## src/rtl/mem_arb_pkg.sv

```systemverilog
// Shared types for the IF/MEM memory port arbiter.
package mem_arb_pkg;

    typedef enum logic [1:0] {
        IDLE  = 2'd0,
        ACC_I = 2'd1,
        ACC_D = 2'd2
    } state_e;

    typedef enum logic {
        RD = 1'b0,
        WR = 1'b1
    } kind_e;

    // Data wins over fetch: the data access belongs to the older instruction.
    localparam bit PRIO_DATA = 1'b1;

endpackage

```

## src/rtl/arb_lat_counter.sv

```systemverilog
// Loadable down-counter; last_cycle flags the terminal count of a multi-cycle operation.
module arb_lat_counter #(
    parameter int W = 2
) (
    input  logic         clk,
    input  logic         rst,
    input  logic         load,
    input  logic [W-1:0] load_val,
    input  logic         dec,
    output logic [W-1:0] cnt,
    output logic         last_cycle
);

    logic [W-1:0] cnt_q;
    logic [W-1:0] cnt_d;

    always_comb begin
        cnt_d = cnt_q;
        if (load) begin
            cnt_d = load_val;
        end else if (dec && (cnt_q != '0)) begin
            cnt_d = cnt_q - W'(1);
        end
    end

    always_ff @(posedge clk) begin
        if (rst) begin
            cnt_q <= '0;
        end else begin
            cnt_q <= cnt_d;
        end
    end

    assign cnt        = cnt_q;
    assign last_cycle = (cnt_q == W'(1));

endmodule

```

## src/rtl/mem_port_arbiter.sv

```systemverilog
// Shares one fixed-latency single-ported memory between instruction fetch and load/store,
// returning per-port ack/rdata and pipeline stall signals.
//
//  state | meaning
//  ------+--------------------------------------------------
//  IDLE  | no access in flight, any request may be granted
//  ACC_I | fetch access in progress
//  ACC_D | load/store access in progress
module mem_port_arbiter
    import mem_arb_pkg::*;
#(
    parameter int ADDR_W  = 32,
    parameter int DATA_W  = 32,
    parameter int MEM_LAT = 2,
    parameter int CNT_W   = 16
) (
    input  logic              clk,
    input  logic              rst,
    input  logic              if_req,
    input  logic [ADDR_W-1:0] if_addr,
    output logic              if_ack,
    output logic [DATA_W-1:0] if_rdata,
    output logic              if_stall,
    input  logic              dm_read,
    input  logic              dm_write,
    input  logic [ADDR_W-1:0] dm_addr,
    input  logic [DATA_W-1:0] dm_wdata,
    output logic              dm_ack,
    output logic [DATA_W-1:0] dm_rdata,
    output logic              dm_stall,
    output logic [ADDR_W-1:0] mem_addr,
    output logic [DATA_W-1:0] mem_wdata,
    output logic              mem_read,
    output logic              mem_write,
    input  logic [DATA_W-1:0] mem_rdata,
    output logic              busy,
    output logic              proto_err,
    output logic [CNT_W-1:0]  if_stall_cnt,
    output logic [CNT_W-1:0]  dm_stall_cnt
);

    localparam int LAT_W = $clog2(MEM_LAT + 1);

    state_e            state_q, state_d;
    kind_e             kind_q, kind_d;
    logic [ADDR_W-1:0] addr_q, addr_d;
    logic [DATA_W-1:0] wdata_q, wdata_d;
    logic [DATA_W-1:0] if_hold_q, if_hold_d;
    logic [DATA_W-1:0] dm_hold_q, dm_hold_d;
    logic              proto_err_q, proto_err_d;
    logic [CNT_W-1:0]  if_stall_cnt_q, if_stall_cnt_d;
    logic [CNT_W-1:0]  dm_stall_cnt_q, dm_stall_cnt_d;

    logic              acc_last;
    logic              arb_point;
    logic              d_elig;
    logic              i_elig;
    logic              grant_d;
    logic              grant_i;
    logic              lat_last;
    logic [LAT_W-1:0]  lat_cnt;

    arb_lat_counter #(
        .W (LAT_W)
    ) u_lat (
        .clk        (clk),
        .rst        (rst),
        .load       (grant_d || grant_i),
        .load_val   (LAT_W'(MEM_LAT)),
        .dec        (state_q != IDLE),
        .cnt        (lat_cnt),
        .last_cycle (lat_last)
    );

    always_comb begin
        acc_last  = (state_q != IDLE) && lat_last;
        arb_point = (state_q == IDLE) || acc_last;
        // The port being acked this cycle still shows its old request; skip it.
        d_elig    = (dm_read || dm_write) && !((state_q == ACC_D) && acc_last);
        i_elig    = if_req && !((state_q == ACC_I) && acc_last);
        grant_d   = arb_point && d_elig && (PRIO_DATA || !i_elig);
        grant_i   = arb_point && i_elig && !grant_d;

        // Acks are suppressed while rst is high so an aborted access never completes.
        if_ack    = !rst && (state_q == ACC_I) && acc_last;
        dm_ack    = !rst && (state_q == ACC_D) && acc_last;
        if_stall  = if_req && !if_ack;
        dm_stall  = (dm_read || dm_write) && !dm_ack;

        state_d = state_q;
        if (grant_d) begin
            state_d = ACC_D;
        end else if (grant_i) begin
            state_d = ACC_I;
        end else if (acc_last) begin
            state_d = IDLE;
        end

        addr_d      = addr_q;
        wdata_d     = wdata_q;
        kind_d      = kind_q;
        proto_err_d = proto_err_q;
        if (grant_d) begin
            addr_d      = dm_addr;
            wdata_d     = dm_wdata;
            kind_d      = dm_write ? WR : RD;
            proto_err_d = proto_err_q || (dm_read && dm_write);
        end else if (grant_i) begin
            addr_d = if_addr;
            kind_d = RD;
        end

        if_hold_d = if_hold_q;
        if_rdata  = if_hold_q;
        if (if_ack) begin
            if_hold_d = mem_rdata;
            if_rdata  = mem_rdata;
        end

        dm_hold_d = dm_hold_q;
        dm_rdata  = dm_hold_q;
        if (dm_ack && (kind_q == RD)) begin
            dm_hold_d = mem_rdata;
            dm_rdata  = mem_rdata;
        end

        if_stall_cnt_d = if_stall_cnt_q;
        if (if_stall && (if_stall_cnt_q != '1)) begin
            if_stall_cnt_d = if_stall_cnt_q + CNT_W'(1);
        end
        dm_stall_cnt_d = dm_stall_cnt_q;
        if (dm_stall && (dm_stall_cnt_q != '1)) begin
            dm_stall_cnt_d = dm_stall_cnt_q + CNT_W'(1);
        end
    end

    always_ff @(posedge clk) begin
        if (rst) begin
            state_q        <= IDLE;
            kind_q         <= RD;
            addr_q         <= '0;
            wdata_q        <= '0;
            if_hold_q      <= '0;
            dm_hold_q      <= '0;
            proto_err_q    <= 1'b0;
            if_stall_cnt_q <= '0;
            dm_stall_cnt_q <= '0;
        end else begin
            state_q        <= state_d;
            kind_q         <= kind_d;
            addr_q         <= addr_d;
            wdata_q        <= wdata_d;
            if_hold_q      <= if_hold_d;
            dm_hold_q      <= dm_hold_d;
            proto_err_q    <= proto_err_d;
            if_stall_cnt_q <= if_stall_cnt_d;
            dm_stall_cnt_q <= dm_stall_cnt_d;
        end
    end

    assign busy         = (state_q != IDLE);
    assign mem_read     = busy && (kind_q == RD);
    assign mem_write    = busy && (kind_q == WR);
    assign mem_addr     = addr_q;
    assign mem_wdata    = wdata_q;
    assign proto_err    = proto_err_q;
    assign if_stall_cnt = if_stall_cnt_q;
    assign dm_stall_cnt = dm_stall_cnt_q;

endmodule

```

## config.mk

```make
export PLATFORM = sky130hd
export DESIGN_NAME = mem_port_arbiter
export DESIGN_NICKNAME = d
export VERILOG_FILES = /design/src/rtl/mem_arb_pkg.sv /design/src/rtl/arb_lat_counter.sv /design/src/rtl/mem_port_arbiter.sv
export SDC_FILE = /design/constraint.sdc
export NUM_CORES = 1
export LEC_CHECK = 0
export BUFFER_PORTS_ARGS = -buffer_cell sky130_fd_sc_hd__buf_2
export CAP_MARGIN = 40
export CORE_MARGIN = 3
export CORE_UTILIZATION = 51
export CTS_CLUSTER_DIAMETER = 60
export DETAILED_ROUTE_END_ITERATION = 12
export PLACE_DENSITY = 0.92
export SYNTH_ARGS = -nofsm -noshare
export SYNTH_HDL_FRONTEND = slang
export SYNTH_SLANG_ARGS = --single-unit
```

## constraint.sdc

```tcl
create_clock -name clk -period 5.2 [get_ports clk]
set_input_delay 1.04 -clock clk [delete_from_list [all_inputs] [get_ports clk]]
set_output_delay 1.04 -clock clk [all_outputs]
set_load 0.01 [all_outputs]
```

### Word-level counts from Yosys, hierarchy flattened

Index checks and enable logic that the tools add are counted.

* flip-flop bits (word level): 166
* input port bits: 133
* output and inout port bits: 168

* add/sub/neg operators: 3
* equality and inequality tests: 5
* muxes and demuxes: 12
* bitwise logic cells: 1
* reductions and logical operators: 40

Operators with widths (count)
* 32-bit two-way mux: 4
* 16-bit by 1-bit adder with 16-bit output, second input constant: 2
* 16-bit != test, second input constant: 2
* 1-bit logical AND: 21
* 2-bit two-way mux: 5
* 2-bit nonzero test: 5
* 1-bit logical NOT: 6
* 2-bit by 1-bit == test with 1-bit output, second input constant: 2
* 1-bit logical OR: 4
* 2-bit OR reduction: 2
* 1-bit two-way mux: 3
* 3-bit nonzero test: 1
* 2-bit == test, second input constant: 1
* 2-bit logical NOT: 1
* 2-bit by 1-bit subtractor with 2-bit output, second input constant: 1
* 1-bit inverter: 1

### Longest topological paths before layout

Gate-level depths: netlist (run 1).

* word-level depth: 10
* depth in mapped cells: 9
* depth with buffers taken out: 7

### Modules after synthesis

From an unflattened synthesis (run 1), not the netlist that was laid out.

* cell total of the unflattened synthesis: 745
* area total of the unflattened synthesis: 6974.2 um2

Modules (own cells, without submodules)
* mem_port_arbiter: instances 1, cells each 730, area an instance 6835.3 um2, seq. area each 3283.1 um2
* arb_lat_counter: instances 1, cells each 15, area an instance 138.9 um2, seq. area each 40.0 um2

### Worst setup path after synthesis (run 1)

OpenSTA, ideal clock, no wires.

* kind: input-to-output
* from: input port rst
* to: output port dm_rdata[10]
* data arrival time: 2.436 ns
* data required time: 4.160 ns
* slack: 1.724 ns
* stages: 5
* path buffers: 2
* cells stage by stage: buf_4 > nand4bb_1 > nor2_1 > clkbuf_1 > mux2_2

* longest elaborated chain between the ends: 5

Ends and longest elaborated chain
* from (decl): RTL line mem_port_arbiter.sv:18 `input logic rst,`
* 1-bit logical NOT: RTL line mem_port_arbiter.sv:86 `dm_ack = !rst && (state_q == ACC_D) && acc_last;`
* 1-bit logical AND (2 in series): RTL line mem_port_arbiter.sv:86
* 1-bit logical AND: RTL line mem_port_arbiter.sv:122 `if (dm_ack && (kind_q == RD)) begin`
* 32-bit two-way mux: RTL line mem_port_arbiter.sv:122
* to (decl): RTL line mem_port_arbiter.sv:29 `output logic [DATA_W-1:0] dm_rdata,`

No other way between the ends.

### Worst setup path after layout (run 1)

* from: input port rst
* to: output port if_rdata[26]

* longest elaborated chain between the ends: 4

Ends and longest elaborated chain
* 1-bit logical NOT: RTL line mem_port_arbiter.sv:85 `if_ack = !rst && (state_q == ACC_I) && acc_last;`
* 1-bit logical AND (2 in series): RTL line mem_port_arbiter.sv:85
* 32-bit two-way mux: RTL line mem_port_arbiter.sv:115 `if (if_ack) begin`
* to (decl): RTL line mem_port_arbiter.sv:22 `output logic [DATA_W-1:0] if_rdata,`

No other way between the ends.

==> results summary, run 1 <==
The total of max-cap violations came out at 0. The total count of hold-check failures in the final report came to 0. In this run the post-CTS setup repair buffer count came out at 0. The worst setup path is launched from an input pin. The total power came out at 3.09 mW. For met1 alone, demand over resource in global routing was 0.298. The sequential cell area came out at 0.00332 sq mm. The root cell of the clock tree is sky130_fd_sc_hd__clkbuf_16. The peak fanout along the critical path is 37. The total overflow left after global routing is 0.

The number of buffers created by CTS came out at 17. The final non-filler cell area came out at 0.00915 sq mm. In this design, the stage delay of the slowest critical-path cell is 0.64 ns. The layout cell share with drive strength beyond 1 is 0.348. The endpoint required time on the critical path is 4.16 ns. The minimum period implied by the final worst setup slack is 3.84 ns. The clock tree from TritonCTS is built.

The busiest metal layer after global routing is met2. The number of hold-repair buffers added at the cts stage is 0. The transition at the pin with the smallest max-transition slack is 0.843 ns. The final setup violation count is 0. The congestion estimate from routability-driven global placement came to 0.882. The die is 122 microns tall. The buffer and inverter count on the worst path is 3. The horizontal die dimension is 122 microns.

The violation count after the first detailed-routing iteration is 626. The maximum number of pins on one net before global-route repair is 89. The number of distinct library cells after synthesis came out at 45. The slack of the worst reg-to-reg path is 2.37 ns. The H-tree was split into 4 levels. The number of antenna violations at the first check in global routing is 2. After synthesis the cells add up to 0.00691 sq mm. The number of gates resized after CTS was 0. Of the total power, registers draw 0.448.

The number of antenna-violating nets in the routed design came out at 0. The part of the total power dissipated in the clock network is 0.408. The area added between synthesis and finish came out at 32.5%. The kind of critical path is in -> out. The post-layout net count is 1245. The average via count per standard cell is 5.55. The clock net in this run drives a total of 166 sinks. The fraction of registers with async set/reset is 0. The total iterations of the first detailed-routing run came out at 7. The worst supply voltage drop on vdd came out at 0.289 mV. Summing over every cut layer, the via total after detailed routing is 7175. The warning count from the yosys run is 0. The insertion delay of the later-clocked pin in the worst-skew pair is 0.42 ns. The fill cell instance count of the final layout is 1048. The run finished with clean final reports.

The top flip-flop cell by instance count after synthesis is sky130_fd_sc_hd__dfxtp_1. Synthesis inferred 166 register bits. In this run, synthesis inferred 0 flip-flops with an integrated enable. The wire length of the first global-routing pass came out at 32.1 mm. In the final layout, the multi-input gates occupy 0.00333 sq mm.

In this run the worst hold path is classified as reg -> reg. The area enclosed by the die boundary came out at 0.0150 sq mm. The total net switching power is 0.835 mW. The analysis attributes to cell leakage a power of 4.37 nW. The sequential-to-total area share from yosys stat came out at 0.481. Measured against its own limit, the worst slew margin works out to 0.437. The maximum root-to-sink buffer count is 2. The worst setup path is captured at an output pin. The placed instances occupy a cell area of 0.00855 sq mm. 301 I/O pins were placed. In the global route stage, met2 resource usage came out at 0.477. The via count of the first global-routing pass is 6688. Port buffering added 300 buffers. The synthesized area per cell came out at 8.27 sq um. The region available for standard cell placement spans 0.0129 sq mm. The met3 track demand over resource came out at 0.0806.

The post-route clock period utilization is 0.738. The final routed DRC violation total came out at 0. Based on the critical path, the design can be clocked at up to 261 MHz. The fraction of power spent switching nets came out at 0.270. The detailed placement HPWL is 15.3 mm. The power per cell area came out at 338 mW/mm^2. The share of total power dissipated in combinational logic is 0.144. The maximum clock skew at final layout came out at 0.00656 ns. The global-route usage over all layers is 0.271. The instance count of the mapped netlist is 835. The total count of max-transition violations in the final report came to 0. The cell occurring most often along the worst timing path is sky130_fd_sc_hd__nand2_1. The arrival time at the worst endpoint came out at 2.80 ns. For this block, the routed nets add up to 20.8 mm of wire. Setup repair after global routing left no endpoint under its margin. The internal power consumption is 2.26 mW.

Among all stages on the critical path, the largest delay is contributed by sky130_fd_sc_hd__inv_2. The kind of cell with the highest combined delay along the critical path is buffers and inverters. The starting utilization of the core area came out at 0.534. The summed negative setup slack over all endpoints came out at 0 ns.

The critical path goes through buf_4 > nand4bb_1 > inv_2 > nand2_1 > nand2_1 > buf_2. The site row count came out at 41. After detailed routing, the average wire length per cell comes to 16.1 microns. The synthesized netlist net count is 972. Clock-pin slew was measured on the worst setup and hold paths at 0.06 ns. The antenna cell count came out at 0.
## path summary, 6_finish.rpt
| check | from | to | cells after the start |
|---|---|---|---|
| setup / recovery | rst | if_rdata[26] | 6 |
| hold / removal | mem_wdata[24] | mem_wdata[24] | 2 |
| setup reg to reg | u_lat.cnt[1] | if_stall_cnt[14] | 7 |
| hold reg to reg | mem_wdata[24] | mem_wdata[24] | 2 |
## sequential cells by signal, indices dropped and copies added (netlist names)
name and flops:
dm_hold_q 32, dm_stall_cnt 16, if_hold_q 32, if_stall_cnt 16, kind_q 1, mem_addr 32
mem_wdata 32, proto_err 1, state_q 2, u_lat.cnt 2
## cells in the final DEF, fill, tap and decap left out, types with 3 or more instances in the layout
cell type | synthesis | routed
sky130_fd_sc_hd__nor3_1 | 38 | 38
sky130_fd_sc_hd__a21oi_1 | 99 | 96
sky130_fd_sc_hd__inv_6 | 0 | 3
sky130_fd_sc_hd__and2_1 | 33 | 33
sky130_fd_sc_hd__clkinvlp_4 | 0 | 4
sky130_fd_sc_hd__nor4_1 | 8 | 7
sky130_fd_sc_hd__o31ai_1 | 17 | 17
sky130_fd_sc_hd__and4_1 | 4 | 4
sky130_fd_sc_hd__or3_1 | 3 | 3
sky130_fd_sc_hd__o21ai_0 | 7 | 7
sky130_fd_sc_hd__a311oi_1 | 32 | 32
sky130_fd_sc_hd__inv_1 | 12 | 12
sky130_fd_sc_hd__mux2_2 | 35 | 35
sky130_fd_sc_hd__nand3_1 | 9 | 9
sky130_fd_sc_hd__buf_2 | 1 | 301
sky130_fd_sc_hd__nand2_1 | 237 | 237
sky130_fd_sc_hd__nand4_1 | 10 | 10
sky130_fd_sc_hd__nor2_1 | 13 | 12
sky130_fd_sc_hd__or4_1 | 20 | 20
sky130_fd_sc_hd__clkbuf_16 | 0 | 17
sky130_fd_sc_hd__nor2b_1 | 3 | 3
sky130_fd_sc_hd__buf_4 | 2 | 9
sky130_fd_sc_hd__ha_1 | 4 | 4
sky130_fd_sc_hd__dfxtp_1 | 166 | 166
## worst reg2reg max path: stages (launching register included)
cell and delay [ns]:
sky130_fd_sc_hd__dfxtp_1 0.30, sky130_fd_sc_hd__inv_1 0.06, sky130_fd_sc_hd__ha_1 0.24, sky130_fd_sc_hd__nand4bb_1 0.36, sky130_fd_sc_hd__inv_2 0.37, sky130_fd_sc_hd__or4_1 0.69
sky130_fd_sc_hd__nor4b_1 0.34, sky130_fd_sc_hd__mux2_2 0.37
## layout make-up
class	count	area share
clock buffer	19	0.0495
clock inverter	13	0.0160
inverter	14	0.00574
multi-input combinational	597	0.364
sequential	166	0.363
tap	172	0.0235
timing repair buffer	312	0.178
## metal layers
layer	vias up	routed length, microns
li1	3474	-
met3	61	1750
met5	-	16
met4	4	797
met2	340	10600
met1	3296	7660
## power groups by stage
stage | clock (mW) | sequential [mW] | combinational [mW]
detailed placement | 0 | 1.41 | 0.445
global route | 1.33 | 1.39 | 0.488
global placement | 0 | 1.41 | 0.430
finish | 1.26 | 1.38 | 0.446
floorplan | 0 | 1.44 | 0.216
CTS | 1.28 | 1.38 | 0.447
## kinds of logic after synthesis
group                    count (synthesis)  share of synthesized area
AO/OA/AOI/OAI                          167                      0.150
XOR/XNOR                                 1                    0.00127
adder cells (fa/ha/maj)                  4                    0.00725
buffers and inverters                   72                     0.0404
flip-flops                             166                      0.481
multiplexers                            36                     0.0585
AND/OR/NAND/NOR                        389                      0.261
## Yosys cell counts, types with 2 or more instances
cell	number	area, sq um
sky130_fd_sc_hd__a21oi_1	99	495
sky130_fd_sc_hd__a311oi_1	32	280
sky130_fd_sc_hd__and2_1	33	206
sky130_fd_sc_hd__and4_1	4	35.0
sky130_fd_sc_hd__buf_1	4	15.0
sky130_fd_sc_hd__buf_4	2	15.0
sky130_fd_sc_hd__clkbuf_1	51	191
sky130_fd_sc_hd__dfxtp_1	166	3320
sky130_fd_sc_hd__ha_1	4	50.1
sky130_fd_sc_hd__inv_1	12	45.0
sky130_fd_sc_hd__mux2_2	35	394
sky130_fd_sc_hd__nand2_1	237	890
sky130_fd_sc_hd__nand3_1	9	45.0
sky130_fd_sc_hd__nand3b_1	2	15.0
sky130_fd_sc_hd__nand4_1	10	62.6
sky130_fd_sc_hd__nand4bb_1	2	22.5
sky130_fd_sc_hd__nor2_1	13	48.8
sky130_fd_sc_hd__nor2b_1	3	18.8
sky130_fd_sc_hd__nor3_1	38	190
sky130_fd_sc_hd__nor4_1	8	50.1
sky130_fd_sc_hd__o21a_1	2	15.0
sky130_fd_sc_hd__o21ai_0	7	35.0
sky130_fd_sc_hd__o31ai_1	17	128
sky130_fd_sc_hd__o41ai_1	2	17.5
sky130_fd_sc_hd__or2_2	2	12.5
sky130_fd_sc_hd__or3_1	3	18.8
sky130_fd_sc_hd__or4_1	20	150
## stage by stage
step / instances / hold WS (ns) / utilization / setup slack [ns]
2_1_floorplan: 835 / 0.444 / - / 1.72
5_1_grt: 1293 / 0.471 / 0.708 / 1.17
3_5_place_dp: 1260 / 0.443 / 0.661 / 1.32
3_3_place_gp: 1257 / 0.439 / 0.657 / 1.43
6_report: 1293 / 0.451 / 0.708 / 1.36
4_1_cts: 1292 / 0.452 / 0.708 / 1.30
Note: power is estimated with default switching activity, not from simulation.
==> run 2: changes to the inputs <==
- CORE_UTILIZATION: 51 -> 43
- PLACE_DENSITY: 0.92 -> 0.83
- clock period: 5.2 -> 3.4 ns (I/O delays scaled with it)
==> results summary, run 2 (synthesized netlist as in run 1, its figures left out) <==
The total net switching power is 1.30 mW (+56%). The total number of vias is 7031 (-2.0%). The critical register-to-register path startpoint is u_lat.cnt[1]. The average via count per standard cell is 5.25 (-5.3%). The worst register-to-register path ends at if_stall_cnt[14]. The fill cell instance count of the final layout came out at 1370 (+31%). The most common cell after layout, fill and taps aside is sky130_fd_sc_hd__buf_2.

TritonCTS built the clock tree. The global-route usage over all layers is 0.219 (-0.0522). The number of hold-repair buffers added at the cts stage is 0 (unchanged). The number of H-tree branching levels was 4 (unchanged). The maximum number of pins on one net before global-route repair came out at 76 (-15%). The static power due to leakage was 4.38 nW (+0.18%). The fraction of power spent switching nets came to 0.279 (+0.00889). The post-cts resize count is 0 (unchanged). The clock net sink count is 166 (unchanged).

The share of total power in combinational logic is 0.147 (+0.003). The maximum root-to-sink buffer count was 2 (unchanged). The clock input transition at the sequential cells of the worst setup and hold paths came out at 0.06 ns (about the same). Setup repair after global routing left no endpoint under its margin.

The transition at the pin with the smallest max-transition slack is 0.805 ns (-0.0377 ns). The number of cells on the worst hold path came out at 2 (unchanged). The register share of total power is 0.454 (+0.006). The number of top-level pins is 301 (unchanged). Derived from the worst setup path, the maximum achievable clock frequency is 322 MHz. The number of I/O port buffers is 300 (unchanged). The top cell types in the final layout, fill and taps aside, are 300 x sky130_fd_sc_hd__buf_2, 237 x sky130_fd_sc_hd__nand2_1, 166 x sky130_fd_sc_hd__dfxtp_1, 96 x sky130_fd_sc_hd__a21oi_1, 38 x sky130_fd_sc_hd__nor3_1.

The slack of the worst reg-to-reg path is 1.12 ns (-1.25 ns). The horizontal die dimension is 133 microns (+8.5%). The worst hold path begins at mem_wdata[24].

The minimum period implied by the final worst setup slack came out at 3.11 ns. The area added between synthesis and finish came out at 33.2%. The wire length of the first global-routing pass came out at 31.8 mm (-0.92%). The routability congestion estimate from global placement is 0.857 (-2.8%).

The via count of the first global-routing pass is 6515 (-2.6%). The total grt overflow is 0 (unchanged). The layout cell share with drive strength beyond 1 is 0.349 (+0.00143). The worst supply voltage drop on vdd is 0.328 mV (+13%). The total of max-cap violations came out at 0 (unchanged). The sort of element at the start of the critical path is a flip-flop. The total count of max-transition violations in the final report came out at 0 (unchanged). The number of antenna-violating nets in the routed design is 0 (unchanged). CTS placed an instance of sky130_fd_sc_hd__clkbuf_16 at the clock tree root. The starting utilization of the core area was 0.446 (-0.0882). The total power came out at 4.66 mW (+51%). The part of the total power dissipated in the clock network came to 0.399 (-0.009).

The worst hold path terminates at mem_wdata[24]. The peak fanout along the critical path is 32 (-14%). The post-route clock period utilization came out at 0.914.

The total setup buffers inserted after CTS came out at 0 (unchanged). The summed negative setup slack over all endpoints is 0 ns (unchanged). The final routed DRC violation total is 0 (unchanged). The worst setup path is captured at an output pin. The number of antenna violations at the first check in global routing is 5 (+3). The cell count of the worst reg-to-reg path came to 7 (unchanged). The post-layout net count is 1249 (+0.32%). The final routed wire length divided by cell count is 15.0 microns (-6.4%). The total iterations of the first detailed-routing run was 4 (-3). The final setup violation count came out at 0 (unchanged).

The die boundary height came out at 133 microns (+8.5%). The placeable core area is 0.0155 sq mm (+20%). The worst hold path belongs to the class reg -> reg. The kind of critical path is reg -> out. The power per cell area was 507 mW/mm^2 (+50%). The maximum clock skew at final layout came out at 0.00947 ns (+0.00291 ns). The site row count came out at 45 (+9.8%). The detailed placement HPWL was 14.9 mm (-2.5%). The total wire length after detailed routing was 20.1 mm (-3.1%). The arrival time at the worst endpoint came out at 2.43 ns (-0.37 ns).

The insertion delay of the later-clocked pin in the worst-skew pair came out at 0.42 ns (about the same). The endpoint required time on the critical path came out at 2.72 ns (-1.44 ns). The violation count after the first detailed-routing iteration came out at 416 (-34%). The internal power consumption was 3.36 mW (+49%).

The total count of hold-check failures in the final report is 0 (unchanged). The worst slew margin relative to its limit came out at 0.463 (+0.0264). The area enclosed by the die boundary is 0.0176 sq mm (+18%). The run finished with clean final reports.

The number of buffers created by CTS is 17 (unchanged).
-- run 2: cell types whose count changed in the layout (fill, tap and decap cells not counted), moves of 2 or more --
| cell | previous run | this run |
|---|---|---|
| sky130_fd_sc_hd__inv_8 | 1 | 3 |
| sky130_fd_sc_hd__clkbuf_8 | 2 | 0 |
| sky130_fd_sc_hd__buf_4 | 9 | 14 |
| sky130_fd_sc_hd__clkinvlp_4 | 4 | 2 |
| sky130_fd_sc_hd__diode_2 | 0 | 2 |
-- run 2: critical path, cell delays in order (launching register included) --
cell and delay (ns):
sky130_fd_sc_hd__dfxtp_1 0.37, sky130_fd_sc_hd__ha_1 0.26, sky130_fd_sc_hd__nand4bb_1 0.26, sky130_fd_sc_hd__nor2_4 0.13, sky130_fd_sc_hd__buf_4 0.40, sky130_fd_sc_hd__mux2_2 0.40
sky130_fd_sc_hd__buf_2 0.15
-- run 2: cell type report --
class	count	area, sq um	share of cell area
tap	211	264	0.0287
antenna	2	5.00	0.000544
inverter	14	52.6	0.00571
clock buffer	18	429	0.0466
sequential	166	3320	0.361
multi-input combinational	597	3340	0.363
clock inverter	14	141	0.0154
timing repair buffer	316	1650	0.179
-- run 2: metrics by stage --
step                worst slack (ns)  cell area [sq um]  hold WS [ns]  std cells   util
finish                         0.292               9200         0.451       1338  0.594
global route                   0.150               9200         0.470       1338  0.594
CTS                            0.268               9200         0.453       1336  0.594
detailed placement             0.462               8630         0.443       1304  0.557
global placement               0.566               8580         0.440       1301  0.554
floorplan                      0.644               6910         0.444        835      -
-- run 2: worst max-delay path by stage --
stage                      start      endpoint  cells past startpoint
global placement             rst  dm_rdata[31]                      6
CTS                 u_lat.cnt[1]  dm_rdata[15]                      7
global route        u_lat.cnt[1]  dm_rdata[19]                      7
detailed placement           rst  dm_rdata[15]                      6
floorplan                    rst  dm_rdata[10]                      5
finish              u_lat.cnt[0]  dm_rdata[22]                      6
-- run 2: routing by layer --
metal  up-vias  GRT usage  wire (microns)
li1       3495          -               -
met1      3227      0.257            8200
met2       266      0.375            9960
met3        37     0.0707            1510
met4         6     0.0762             407
met5         -          0              41
-- run 2: power by group through the flow --
stage	Clock [mW]	Combinational (mW)	Sequential, mW
2_1_floorplan	0	0.331	2.20
3_3_place_gp	0	0.667	2.15
3_5_place_dp	0	0.689	2.16
4_1_cts	1.91	0.691	2.12
5_1_grt	1.99	0.756	2.13
6_report	1.86	0.686	2.12
